`src/rtl/cricket_pkg.sv`:
```
// Shared constants and types for the cricket match engine.
// Super-over states are present only when CRICKET_SUPER_OVER_EN is defined.
package cricket_pkg;

   localparam logic [3:0] OC_RUN4    = 4'd4;
   localparam logic [3:0] OC_SIX     = 4'd5;
   localparam logic [3:0] OC_WIDE    = 4'd6;
   localparam logic [3:0] OC_NO_BALL = 4'd7;
   localparam logic [3:0] OC_WICKET  = 4'd8;

   localparam logic [1:0] WIN_NONE  = 2'b00;
   localparam logic [1:0] WIN_TEAM1 = 2'b01;
   localparam logic [1:0] WIN_TEAM2 = 2'b10;
   localparam logic [1:0] WIN_TIE   = 2'b11;

   localparam logic [3:0] SO_WKTS = 4'd2;

   typedef enum logic [3:0] {
      ST_IDLE      = 4'd0,
      ST_INN1      = 4'd1,
      ST_BREAK     = 4'd2,
      ST_INN2      = 4'd3,
      ST_DONE      = 4'd4
`ifdef CRICKET_SUPER_OVER_EN
      ,
      ST_SO_BREAK  = 4'd5,
      ST_SO1       = 4'd6,
      ST_SO_BREAK2 = 4'd7,
      ST_SO2       = 4'd8
`endif
   } match_state_e;

endpackage

```
`src/rtl/cricket_match_ctrl_innings_tracker.sv`:
```
// Per-innings scoreboard: runs, wickets, ball/over counters and free-hit flag.
// Exposes next-delivery values so the top can detect the innings end in the same update.
module innings_tracker
   import cricket_pkg::*;
#(
   parameter int BALLS_PER_OVER = 6,
   parameter int RUN_W          = 9,
   parameter int EXTRA_RUNS     = 1
) (
   input  logic             clk,
   input  logic             rst,
   input  logic             clear,
   input  logic             deliver,
   input  logic [3:0]       outcome,
   output logic [RUN_W-1:0] runs,
   output logic [3:0]       wickets,
   output logic [5:0]       over_cnt,
   output logic [2:0]       ball_in_over,
   output logic             free_hit,
   output logic [RUN_W-1:0] runs_nxt,
   output logic [3:0]       wickets_nxt,
   output logic [5:0]       over_nxt
);

   logic [RUN_W-1:0] runs_r;
   logic [3:0]       wickets_r;
   logic [5:0]       over_r;
   logic [2:0]       ball_r;
   logic             free_hit_r;
   logic [2:0]       ball_nxt_s;
   logic             free_hit_nxt_s;
   logic             legal_s;
   logic [RUN_W:0]   run_add_s;
   logic [RUN_W:0]   run_sum_s;

   // Score the presented outcome against the current counters.
   always_comb begin
      legal_s   = (outcome != OC_WIDE) && (outcome != OC_NO_BALL);
      run_add_s = '0;
      if ((outcome >= 4'd1) && (outcome <= OC_RUN4)) begin
         run_add_s = (RUN_W+1)'(outcome);
      end else if (outcome == OC_SIX) begin
         run_add_s = (RUN_W+1)'(4'd6);
      end else if (!legal_s) begin
         run_add_s = (RUN_W+1)'(EXTRA_RUNS);
      end else begin
         run_add_s = '0;
      end
      run_sum_s = {1'b0, runs_r} + run_add_s;
      runs_nxt  = run_sum_s[RUN_W] ? '1 : run_sum_s[RUN_W-1:0];

      if ((outcome == OC_WICKET) && !free_hit_r) begin
         wickets_nxt = wickets_r + 4'd1;
      end else begin
         wickets_nxt = wickets_r;
      end

      // Any legal delivery consumes a pending free hit; a wide leaves it pending.
      if (outcome == OC_NO_BALL) begin
         free_hit_nxt_s = 1'b1;
      end else if (legal_s) begin
         free_hit_nxt_s = 1'b0;
      end else begin
         free_hit_nxt_s = free_hit_r;
      end

      if (!legal_s) begin
         ball_nxt_s = ball_r;
         over_nxt   = over_r;
      end else if (ball_r == 3'(BALLS_PER_OVER - 1)) begin
         ball_nxt_s = 3'd0;
         over_nxt   = over_r + 6'd1;
      end else begin
         ball_nxt_s = ball_r + 3'd1;
         over_nxt   = over_r;
      end
   end

   // Counter registers; clear takes priority over a delivery.
   always_ff @(posedge clk or posedge rst) begin
      if (rst) begin
         runs_r     <= '0;
         wickets_r  <= 4'd0;
         over_r     <= 6'd0;
         ball_r     <= 3'd0;
         free_hit_r <= 1'b0;
      end else if (clear) begin
         runs_r     <= '0;
         wickets_r  <= 4'd0;
         over_r     <= 6'd0;
         ball_r     <= 3'd0;
         free_hit_r <= 1'b0;
      end else if (deliver) begin
         runs_r     <= runs_nxt;
         wickets_r  <= wickets_nxt;
         over_r     <= over_nxt;
         ball_r     <= ball_nxt_s;
         free_hit_r <= free_hit_nxt_s;
      end else begin
         runs_r     <= runs_r;
         wickets_r  <= wickets_r;
         over_r     <= over_r;
         ball_r     <= ball_r;
         free_hit_r <= free_hit_r;
      end
   end

   assign runs         = runs_r;
   assign wickets      = wickets_r;
   assign over_cnt     = over_r;
   assign ball_in_over = ball_r;
   assign free_hit     = free_hit_r;

endmodule

```
`src/rtl/cricket_match_ctrl.sv`:
```
// Two-innings cricket match engine: match FSM, target and result around one innings_tracker.
// Define CRICKET_SUPER_OVER_EN to resolve an innings-2 tie with a super over per side.
module cricket_match_ctrl
   import cricket_pkg::*;
#(
   parameter int OVERS          = 20,
   parameter int BALLS_PER_OVER = 6,
   parameter int MAX_WKTS       = 10,
   parameter int RUN_W          = 9,
   parameter int EXTRA_RUNS     = 1
) (
   input  logic             clk,
   input  logic             rst,
   input  logic             start,
   input  logic             ball_valid,
   input  logic [3:0]       outcome,
   output logic [RUN_W-1:0] runs,
   output logic [3:0]       wickets,
   output logic [5:0]       over_cnt,
   output logic [2:0]       ball_in_over,
   output logic [RUN_W-1:0] target,
   output logic [1:0]       inning,
   output logic             free_hit,
   output logic             inning_over,
   output logic             game_over,
   output logic [1:0]       winner
);

   match_state_e     state_r, state_nxt_s;
   logic [RUN_W-1:0] target_r, target_nxt_s;
   logic [1:0]       winner_r, winner_nxt_s, inning_r, inning_nxt_s;
   logic             game_over_r, game_over_nxt_s, inning_over_r, inning_over_nxt_s;
   logic             clear_s, deliver_s, in_play_s, super_s;
   logic             exhausted_s, chased_s, tie_s;
   logic [RUN_W-1:0] runs_nxt_s;
   logic [3:0]       wkts_nxt_s;
   logic [5:0]       over_nxt_s;
   logic [RUN_W:0]   target_sum_s;

   innings_tracker #(
      .BALLS_PER_OVER (BALLS_PER_OVER),
      .RUN_W          (RUN_W),
      .EXTRA_RUNS     (EXTRA_RUNS)
   ) u_tracker (
      .clk          (clk),
      .rst          (rst),
      .clear        (clear_s),
      .deliver      (deliver_s),
      .outcome      (outcome),
      .runs         (runs),
      .wickets      (wickets),
      .over_cnt     (over_cnt),
      .ball_in_over (ball_in_over),
      .free_hit     (free_hit),
      .runs_nxt     (runs_nxt_s),
      .wickets_nxt  (wkts_nxt_s),
      .over_nxt     (over_nxt_s)
   );

   // Classify the delivery against the limits of the innings in play.
   always_comb begin
      in_play_s = (state_r == ST_INN1) || (state_r == ST_INN2);
      super_s   = 1'b0;
`ifdef CRICKET_SUPER_OVER_EN
      in_play_s = in_play_s || (state_r == ST_SO1) || (state_r == ST_SO2);
      super_s   = (state_r == ST_SO1) || (state_r == ST_SO2);
`endif
      deliver_s    = ball_valid && in_play_s;
      exhausted_s  = super_s ? ((over_nxt_s == 6'd1) || (wkts_nxt_s == SO_WKTS))
                             : ((over_nxt_s == 6'(OVERS)) || (wkts_nxt_s == 4'(MAX_WKTS)));
      target_sum_s = {1'b0, runs_nxt_s} + (RUN_W+1)'(1'b1);
      chased_s     = (runs_nxt_s >= target_r);
      tie_s        = (target_sum_s == {1'b0, target_r});
   end

   // Match FSM: next state, tracker clear, target latch and result.
   always_comb begin
      state_nxt_s       = state_r;
      target_nxt_s      = target_r;
      winner_nxt_s      = winner_r;
      game_over_nxt_s   = game_over_r;
      inning_nxt_s      = inning_r;
      inning_over_nxt_s = 1'b0;
      clear_s           = 1'b0;
      case (state_r)
         ST_IDLE, ST_BREAK: begin
            if (start) begin
               state_nxt_s  = (state_r == ST_IDLE) ? ST_INN1 : ST_INN2;
               inning_nxt_s = (state_r == ST_IDLE) ? 2'd1 : 2'd2;
               clear_s      = 1'b1;
            end else begin
               state_nxt_s  = state_r;
            end
         end
         ST_INN1: begin
            if (deliver_s && exhausted_s) begin
               state_nxt_s       = ST_BREAK;
               target_nxt_s      = target_sum_s[RUN_W] ? '1 : target_sum_s[RUN_W-1:0];
               clear_s           = 1'b1;
               inning_over_nxt_s = 1'b1;
            end else begin
               state_nxt_s       = ST_INN1;
            end
         end
         ST_INN2: begin
            if (deliver_s && (chased_s || exhausted_s)) begin
               inning_over_nxt_s = 1'b1;
               state_nxt_s       = ST_DONE;
               game_over_nxt_s   = 1'b1;
               if (chased_s) begin
                  winner_nxt_s = WIN_TEAM2;
               end else if (tie_s) begin
`ifdef CRICKET_SUPER_OVER_EN
                  state_nxt_s     = ST_SO_BREAK;
                  game_over_nxt_s = 1'b0;
`else
                  winner_nxt_s    = WIN_TIE;
`endif
               end else begin
                  winner_nxt_s = WIN_TEAM1;
               end
            end else begin
               state_nxt_s = ST_INN2;
            end
         end
`ifdef CRICKET_SUPER_OVER_EN
         ST_SO_BREAK, ST_SO_BREAK2: begin
            if (start) begin
               state_nxt_s  = (state_r == ST_SO_BREAK) ? ST_SO1 : ST_SO2;
               inning_nxt_s = 2'd3;
               clear_s      = 1'b1;
            end else begin
               state_nxt_s  = state_r;
            end
         end
         ST_SO1: begin
            if (deliver_s && exhausted_s) begin
               state_nxt_s       = ST_SO_BREAK2;
               target_nxt_s      = target_sum_s[RUN_W] ? '1 : target_sum_s[RUN_W-1:0];
               clear_s           = 1'b1;
               inning_over_nxt_s = 1'b1;
            end else begin
               state_nxt_s       = ST_SO1;
            end
         end
         ST_SO2: begin
            if (deliver_s && (chased_s || exhausted_s)) begin
               inning_over_nxt_s = 1'b1;
               state_nxt_s       = ST_DONE;
               game_over_nxt_s   = 1'b1;
               if (chased_s) begin
                  winner_nxt_s = WIN_TEAM2;
               end else if (tie_s) begin
                  winner_nxt_s = WIN_TIE;
               end else begin
                  winner_nxt_s = WIN_TEAM1;
               end
            end else begin
               state_nxt_s = ST_SO2;
            end
         end
`endif
         ST_DONE: begin
            state_nxt_s = ST_DONE;
         end
         default: begin
            state_nxt_s = ST_IDLE;
         end
      endcase
   end

   // Match state and result registers.
   always_ff @(posedge clk or posedge rst) begin
      if (rst) begin
         state_r       <= ST_IDLE;
         target_r      <= '0;
         winner_r      <= WIN_NONE;
         game_over_r   <= 1'b0;
         inning_r      <= 2'd0;
         inning_over_r <= 1'b0;
      end else begin
         state_r       <= state_nxt_s;
         target_r      <= target_nxt_s;
         winner_r      <= winner_nxt_s;
         game_over_r   <= game_over_nxt_s;
         inning_r      <= inning_nxt_s;
         inning_over_r <= inning_over_nxt_s;
      end
   end

   assign target      = target_r;
   assign winner      = winner_r;
   assign game_over   = game_over_r;
   assign inning      = inning_r;
   assign inning_over = inning_over_r;

endmodule

```
`config.mk`:
```
export PLATFORM = sky130hd
export DESIGN_NAME = cricket_match_ctrl
export DESIGN_NICKNAME = d
export VERILOG_FILES = /design/src/rtl/cricket_pkg.sv /design/src/rtl/cricket_match_ctrl_innings_tracker.sv /design/src/rtl/cricket_match_ctrl.sv
export SDC_FILE = /design/constraint.sdc
export NUM_CORES = 1
export LEC_CHECK = 0
export ABC_AREA = 1
export CAP_MARGIN = 30
export CELL_PAD_IN_SITES_DETAIL_PLACEMENT = 1
export CELL_PAD_IN_SITES_GLOBAL_PLACEMENT = 1
export CORE_UTILIZATION = 25
export CTS_BUF_LIST = sky130_fd_sc_hd__clkbuf_8
export DETAILED_ROUTE_END_ITERATION = 8
export PLACE_DENSITY = 0.63
export SKIP_LAST_GASP = 1
export SYNTH_ARGS = -nofsm -noshare
export SYNTH_HDL_FRONTEND = slang
export SYNTH_SLANG_ARGS = --single-unit
export TNS_END_PERCENT = 5
```
`constraint.sdc`:
```
create_clock -name clk -period 2.9 [get_ports clk]
set_input_delay 0.435 -clock clk [delete_from_list [all_inputs] [get_ports clk]]
set_output_delay 0.435 -clock clk [all_outputs]
set_load 0.01 [all_outputs]
```
==> results.cfg, run 1 <==
[synth]
synthTopCellsByArea = dfrtp_1 33%, nand2_1 15%, nand3_1 6.6%
synthesis.area_sq_um = 3090
yosysUniqueCellTypes = 37
synth_top_area_cell = dfrtp_1
synth_seq_cells = 41
synth-warning-count = 0
netlist.area_leader.share_pct = 33.2
syn_area_per_cell_sq_um = 7.15
yosysSeqAreaShare_pct = 33.2
synth_fp_nets = 457
synthCells = 432

[setup_path]
critPathLaunch = outcome[1]
critical_path_class = in2reg
cp.required_ns = 3.10
slowest_stage = fa_2
r2r_cells = 20
cp_cell_sequence = buf_2 > buf_4 > nand2_2 > nand2_2 > ha_4 > inv_2 > fa_2 > inv_2 > nand3_4 > nand2_4 > nand2_1 > nand2_2 > nand2_2 > ha_4 > a21oi_2 > o21ai_1 > nand2_1 > nand3_2 > a31oi_4 > nand3_2 > nand3_4 > nand2_2 > inv_1 > a21oi_2
critPathTopFamily = simple AND/OR/NAND/NOR gates
start_kind = primary input
cpMostUsedCell = nand2_2
crit_arrival_ns = 3.08
r2r_setup_slack_ns = 0.08
cp_slowest_stage_delay_ns = 0.36
crit_buf_inv = 5
cp-end-kind = flip-flop
r2r-end = winner[1]$_DFFE_PP0N_
cp_max_fo = 5
regToRegStartpoint = u_tracker.runs[0]$_DFFE_PP0P_

[detailed_routing]
wire_per_inst_um = 15.1
vias = 3281
viasPerCell = 4.74
drt_iter0_drc = 80
route.detailed.drc = 0
drt.antenna.violating_nets = 0
drtPass1Iterations = 4
routed_wirelength_um = 10400

[sta]
period_minus_slack_ns = 2.88
slew_headroom_pct = 61.4
finalHoldViolations = 0
clock-skew-final_ns = 0.00410
setup_tns_ns = 0
max_freq_mhz = 347
timing.final.crit_share_pct = 99.3
timing.hold.ws_ns = 0.482
worst_slew_pin_slew_ns = 0.579
drv_slew = 0
fin_ws_ns = 0.0191
rsz0062_at_grt = yes
finalSetupViolations = 0

[final_layout]
post-route-util_pct = 38.1
areaGrowthSynthToFinish_pct = 48.1
mostFrequentLayoutCell = nand2_1
final_area_sq_um = 4580
fillers = 1503
nets = 569
most-common-layout-cells = 107 x nand2_1, 63 x buf_4, 47 x inv_1, 43 x nor2_1
drive_gt1_share_pct = 28.6
num_antenna_cells = 0

[placed_design]
dp_hpwl_um = 8090
preCtsSetupSlack_ns = -0.925
dpl_cell_area_sq_um = 4240
gp_congestion = 0.807
io_buffer_count = 45

[power_and_ir_drop]
ir_drop_mv = 0.419
pwr_density_cell_nw_per_um2 = 1160
p_leak_uw = 0.00221

[global_routing]
grt_max_degree = 42
antenna_found_initial = 0
grt_pass1_vias = 3584
grt_pass1_wl_um = 17500
track_usage_pct = 17.3
grt.overflow.total = 0

[cts]
htreeDepth = 2
cts_tree = done
numCtsBuffers = 5
clock_sinks = 41
clockBufferDepth = 2
clockRootBuffer = clkbuf_8
path_clk_slew_ns = 0.09
insertion_delay_ns = 0.31

[hold_path]
min_to = game_over$_DFFE_PP0N_
holdPathStages = 2
hold_start = game_over$_DFFE_PP0N_
hp-class = reg2reg

[outcome]
status = completed

[floorplan]
core_area_sq_um = 12000
ios = 46
initial_core_util_pct = 25.7
die_h_um = 113
die_w_um = 113
floorplan.rows = 40
die_area_sq_um = 12800

[flow_run]
drv_cap = 0
-- sequential cells by signal, indices dropped and copies added, names as in the netlist --
name,cells
target,9
inning,2
u_tracker.runs,9
state_r,3
u_tracker.over_cnt,6
inning_over,1
winner,2
u_tracker.ball_in_over,3
game_over,1
u_tracker.wickets,4
u_tracker.free_hit,1
-- how the worst max path moves through the flow --
stage                                   to  slack, ns  cells past startpoint
CTS                  winner[1]$_DFFE_PP0N_      -0.04                     24
detailed placement   winner[1]$_DFFE_PP0N_      -0.92                     25
finish               winner[1]$_DFFE_PP0N_       0.02                     24
global route        state_r[0]$_DFFE_PP0P_      -0.17                     24
floorplan            winner[1]$_DFFE_PP0N_      -0.04                     23
global placement     winner[1]$_DFFE_PP0N_      -0.80                     26
-- cell type report --
type / count / area, sq um / area share [%]
Sequential cell: 41 / 1030 / 22.4
Clock buffer: 5 / 68.8 / 1.50
Clock inverter: 3 / 42.5 / 0.929
Inverter: 57 / 229 / 5.00
Multi-Input combinational cell: 329 / 2060 / 44.9
Tap cell: 147 / 184 / 4.02
Timing Repair Buffer: 110 / 970 / 21.2
-- per-stage QoR --
| step | total power, uW | std cells |
|---|---|---|
| floorplan | 2990 | 432 |
| global placement | 4460 | 673 |
| detailed placement | 4570 | 673 |
| CTS | 5220 | 689 |
| global route | 5810 | 692 |
| finish | 5320 | 692 |
-- what timing repair did --
action | CTS | global route
pin swaps | 19 | 12
hold buffers | 0 | 0
gates cloned | 0 | 0
endpoints found under the setup margin | 16 | 17
hold endpoints to repair | 0 | 0
buffers inserted | 8 | 4
gates resized for setup | 35 | 21
-- layer usage --
| layer | vias to the layer above | part of all wire (%) | GRT usage, % |
|---|---|---|---|
| li1 | 1637 | - | - |
| met1 | 1601 | 45 | 21.2 |
| met2 | 35 | 51 | 31.6 |
| met3 | 8 | 2.5 | 2.73 |
| met4 | 0 | 1.1 | 4.04 |
| met5 | - | 0 | 0 |
-- cells by family after synthesis --
group	count (synthesis)	synth area share [%]
mux	1	0.324
compound gates	53	11.8
fa+ha+maj	17	7.13
other cells	1	0.121
simple gates	249	37.1
xor+xnor	8	2.27
buf+inv	62	8.02
flops	41	33.2
-- power by group --
part | total (uW) | switching (uW) | leakage (uW) | internal (uW)
Clock | 487 | 231 | 0.0000595 | 256
Combinational | 3720 | 1990 | 0.00166 | 1740
Sequential | 1110 | 282 | 0.000489 | 827
-- Yosys cell counts --
library cell  instances
xor2_1                6
conb_1                1
o31ai_1               1
a21oi_1              11
xnor2_1               2
buf_6                 2
nand4_1              10
a21oi_2               1
nand2_4               2
nand3_1              41
a211oi_2              5
mux2i_1               1
dfrtp_1              41
nor3_1                4
ha_1                 16
fa_1                  1
o311ai_0              2
o21ai_0              18
o21ai_1               1
a22oi_1               6
clkbuf_1              3
inv_1                52
nand2_1             120
nand2_2              10
nand3b_1              2
inv_2                 5
nor2_4                3
nand3_2               5
nor2_1               46
o31a_1                1
nor2_2                4
a31oi_1               2
o31ai_4               1
nor3_2                1
o21ai_2               1
a211oi_1              3
nand3_4               1
-- worst register-to-register path: cells and delay by family, from the launching register on --
kind / cells / cell delay (ns)
adder cells (fa/ha/maj): 3 / 0.77
AO/OA/AOI/OAI: 4 / 0.40
AND/OR/NAND/NOR: 10 / 0.92
flip-flops: 1 / 0.44
buffers and inverters: 3 / 0.20
Power figures use the tool's default switching activity.
==> run 2: changes to the inputs <==
--- a/config.mk
+++ b/config.mk
@@ -6,6 +6,7 @@
 export NUM_CORES = 1
 export LEC_CHECK = 0
 export ABC_AREA = 1
+export ABC_CLOCK_PERIOD_IN_PS = 2900
 export CAP_MARGIN = 30
 export CELL_PAD_IN_SITES_DETAIL_PLACEMENT = 1
 export CELL_PAD_IN_SITES_GLOBAL_PLACEMENT = 1
@@ -14,6 +15,7 @@
 export DETAILED_ROUTE_END_ITERATION = 8
 export PLACE_DENSITY = 0.63
 export SKIP_LAST_GASP = 1
+export SLEW_MARGIN = 30
 export SYNTH_ARGS = -nofsm -noshare
 export SYNTH_HDL_FRONTEND = slang
 export SYNTH_SLANG_ARGS = --single-unit
==> results of run 2 <==
Same layout as run 1: the final DEF is identical, and so are final timing and power.
==> edit, RTL diff (settings of run 1) <==
Add a define of `CRICKET_SUPER_OVER_EN`.
--- a/src/rtl/cricket_pkg.sv
+++ b/src/rtl/cricket_pkg.sv
@@ -1,4 +1,6 @@
 // Shared constants and types for the cricket match engine.
 // Super-over states are present only when CRICKET_SUPER_OVER_EN is defined.
+`define CRICKET_SUPER_OVER_EN
+
 package cricket_pkg;
 
Check against the original RTL: same outputs for any inputs over 10 cycles, from zero or initial values and one cycle with rst high; that may be too few to reach the edited logic, so the function may still have changed.
==> edit against run 1 <==
- the run now ends with setup timing left
- sequential cell count is 1 higher
- cell area grew 15%
- sequential share of layout area fell by 2.4 points
- critical endpoint is now winner[1]
- setup slack got worse by 0.13 ns
- synthesized area increased by 13%
- synthesized cell count up 11%
- non-clock buffer count increased by 18
- power down 21%
- routed wire length is 15% higher
==> edit: results (changes against run 1) <==
.. list-table::
   :header-rows: 1

   * - Metric
     - Value
   * - Number of placed cells counting well taps
     - 768 (was 673)
   * - Final setup viols
     - 6 (was 0)
   * - CP startpoint
     - outcome[3] (was outcome[1])
   * - Outcome
     - finished, violations left (was completed)
   * - Via count
     - 3640 (was 3281)
   * - Non-CTS buffers
     - 128 (was 110)
   * - Post-Synthesis Net Count
     - 506 (was 457)
   * - HPWL Detailed
     - 9.46 mm (was 8.09 mm)
   * - Failing checks
     - setup timing
   * - Sequential element share of the synthesized area
     - 30.1% (was 33.2%)
   * - Setup TNS Final
     - -0.425 ns (was 0 ns)
   * - Worst Setup Slack, final
     - -0.106 ns (was 0.0191 ns)
   * - Type of the most critical hold path
     - in -> async (was reg -> reg)
   * - Mean instance size in the synthesized netlist
     - 7.27 um^2 (was 7.15 um^2)
   * - Internal portion of total power
     - 2.24 mW (was 2.82 mW)
   * - Final-layout non-clock buffer area share
     - 21.2% (about the same)
   * - Number of distinct library cell variants in the gate-level netlist after synthesis
     - 51 (was 37)
   * - Sequential standard cell area
     - 1050 um^2 (was 1030 um^2)
   * - Global Route met2 Usage
     - 31.6% (about the same)
   * - Met1 track utilization from global routing
     - 20.8% (was 21.2%)
   * - Met3 Routed Length
     - 271 um (was 263 um)
   * - Max FO, Critical Path
     - 6 (was 5)
   * - Synth area leaders
     - dfrtp_1, nand2_1, inv_1 (was dfrtp_1, nand2_1, nand3_1)
   * - Maximum single-stage delay on the critical path
     - 0.31 ns (was 0.36 ns)
   * - Most used standard cells in the synthesized netlist
     - nand2_1, inv_1, nand3_1, dfrtp_1, nor2_1 (was nand2_1, inv_1, nor2_1, dfrtp_1, nand3_1)
   * - Total routing resource utilization after global routing
     - 17.1% (was 17.3%)
   * - Slack of the worst reg-to-reg path
     - -0.03 ns (was 0.08 ns)
   * - Comb. pwr
     - 2.85 mW (was 3.72 mW)
   * - Multi-In Gates
     - 360 (was 329)
   * - Wire length on met2
     - 6.27 mm (was 5.34 mm)
   * - Worst Skew
     - 0.00419 ns (was 0.00410 ns)
-- edit: cell types whose count changed after synthesis, sizes merged, moves of 4 or more --
cell and delta:
inv +15, nand3 +12, nand2 +10, o21ai +7
a211oi -6, a22oi -6, buf +4, o31ai +4
-- edit: cell families (layout without fill, tap and decap cells) --
group	count (synthesis)	in the layout	share of synthesized area (%)
AND/OR/NAND/NOR	269	269	38.3
flip-flops	42	42	30.1
buffers and inverters	79	209	9.74
XOR/XNOR	8	8	2.22
adder cells (fa/ha/maj)	17	17	6.30
other	1	1	0.107
AO/OA/AOI/OAI	65	65	13.2
-- edit: through the flow --
step / power [mW] / area, um^2
after floorplan: 2.29 / 3600
after global placement: 3.32 / 4750
after detailed placement: 3.39 / 4750
after CTS: 4.15 / 5140
after global routing: 4.55 / 5260
final: 4.22 / 5260
-- edit: timing repair --
action | 4_1_cts | 5_1_grt
gates resized for setup | 69 | 22
pin swaps | 31 | 24
buffers inserted | 7 | 5
endpoints found under the setup margin | 17 | 15
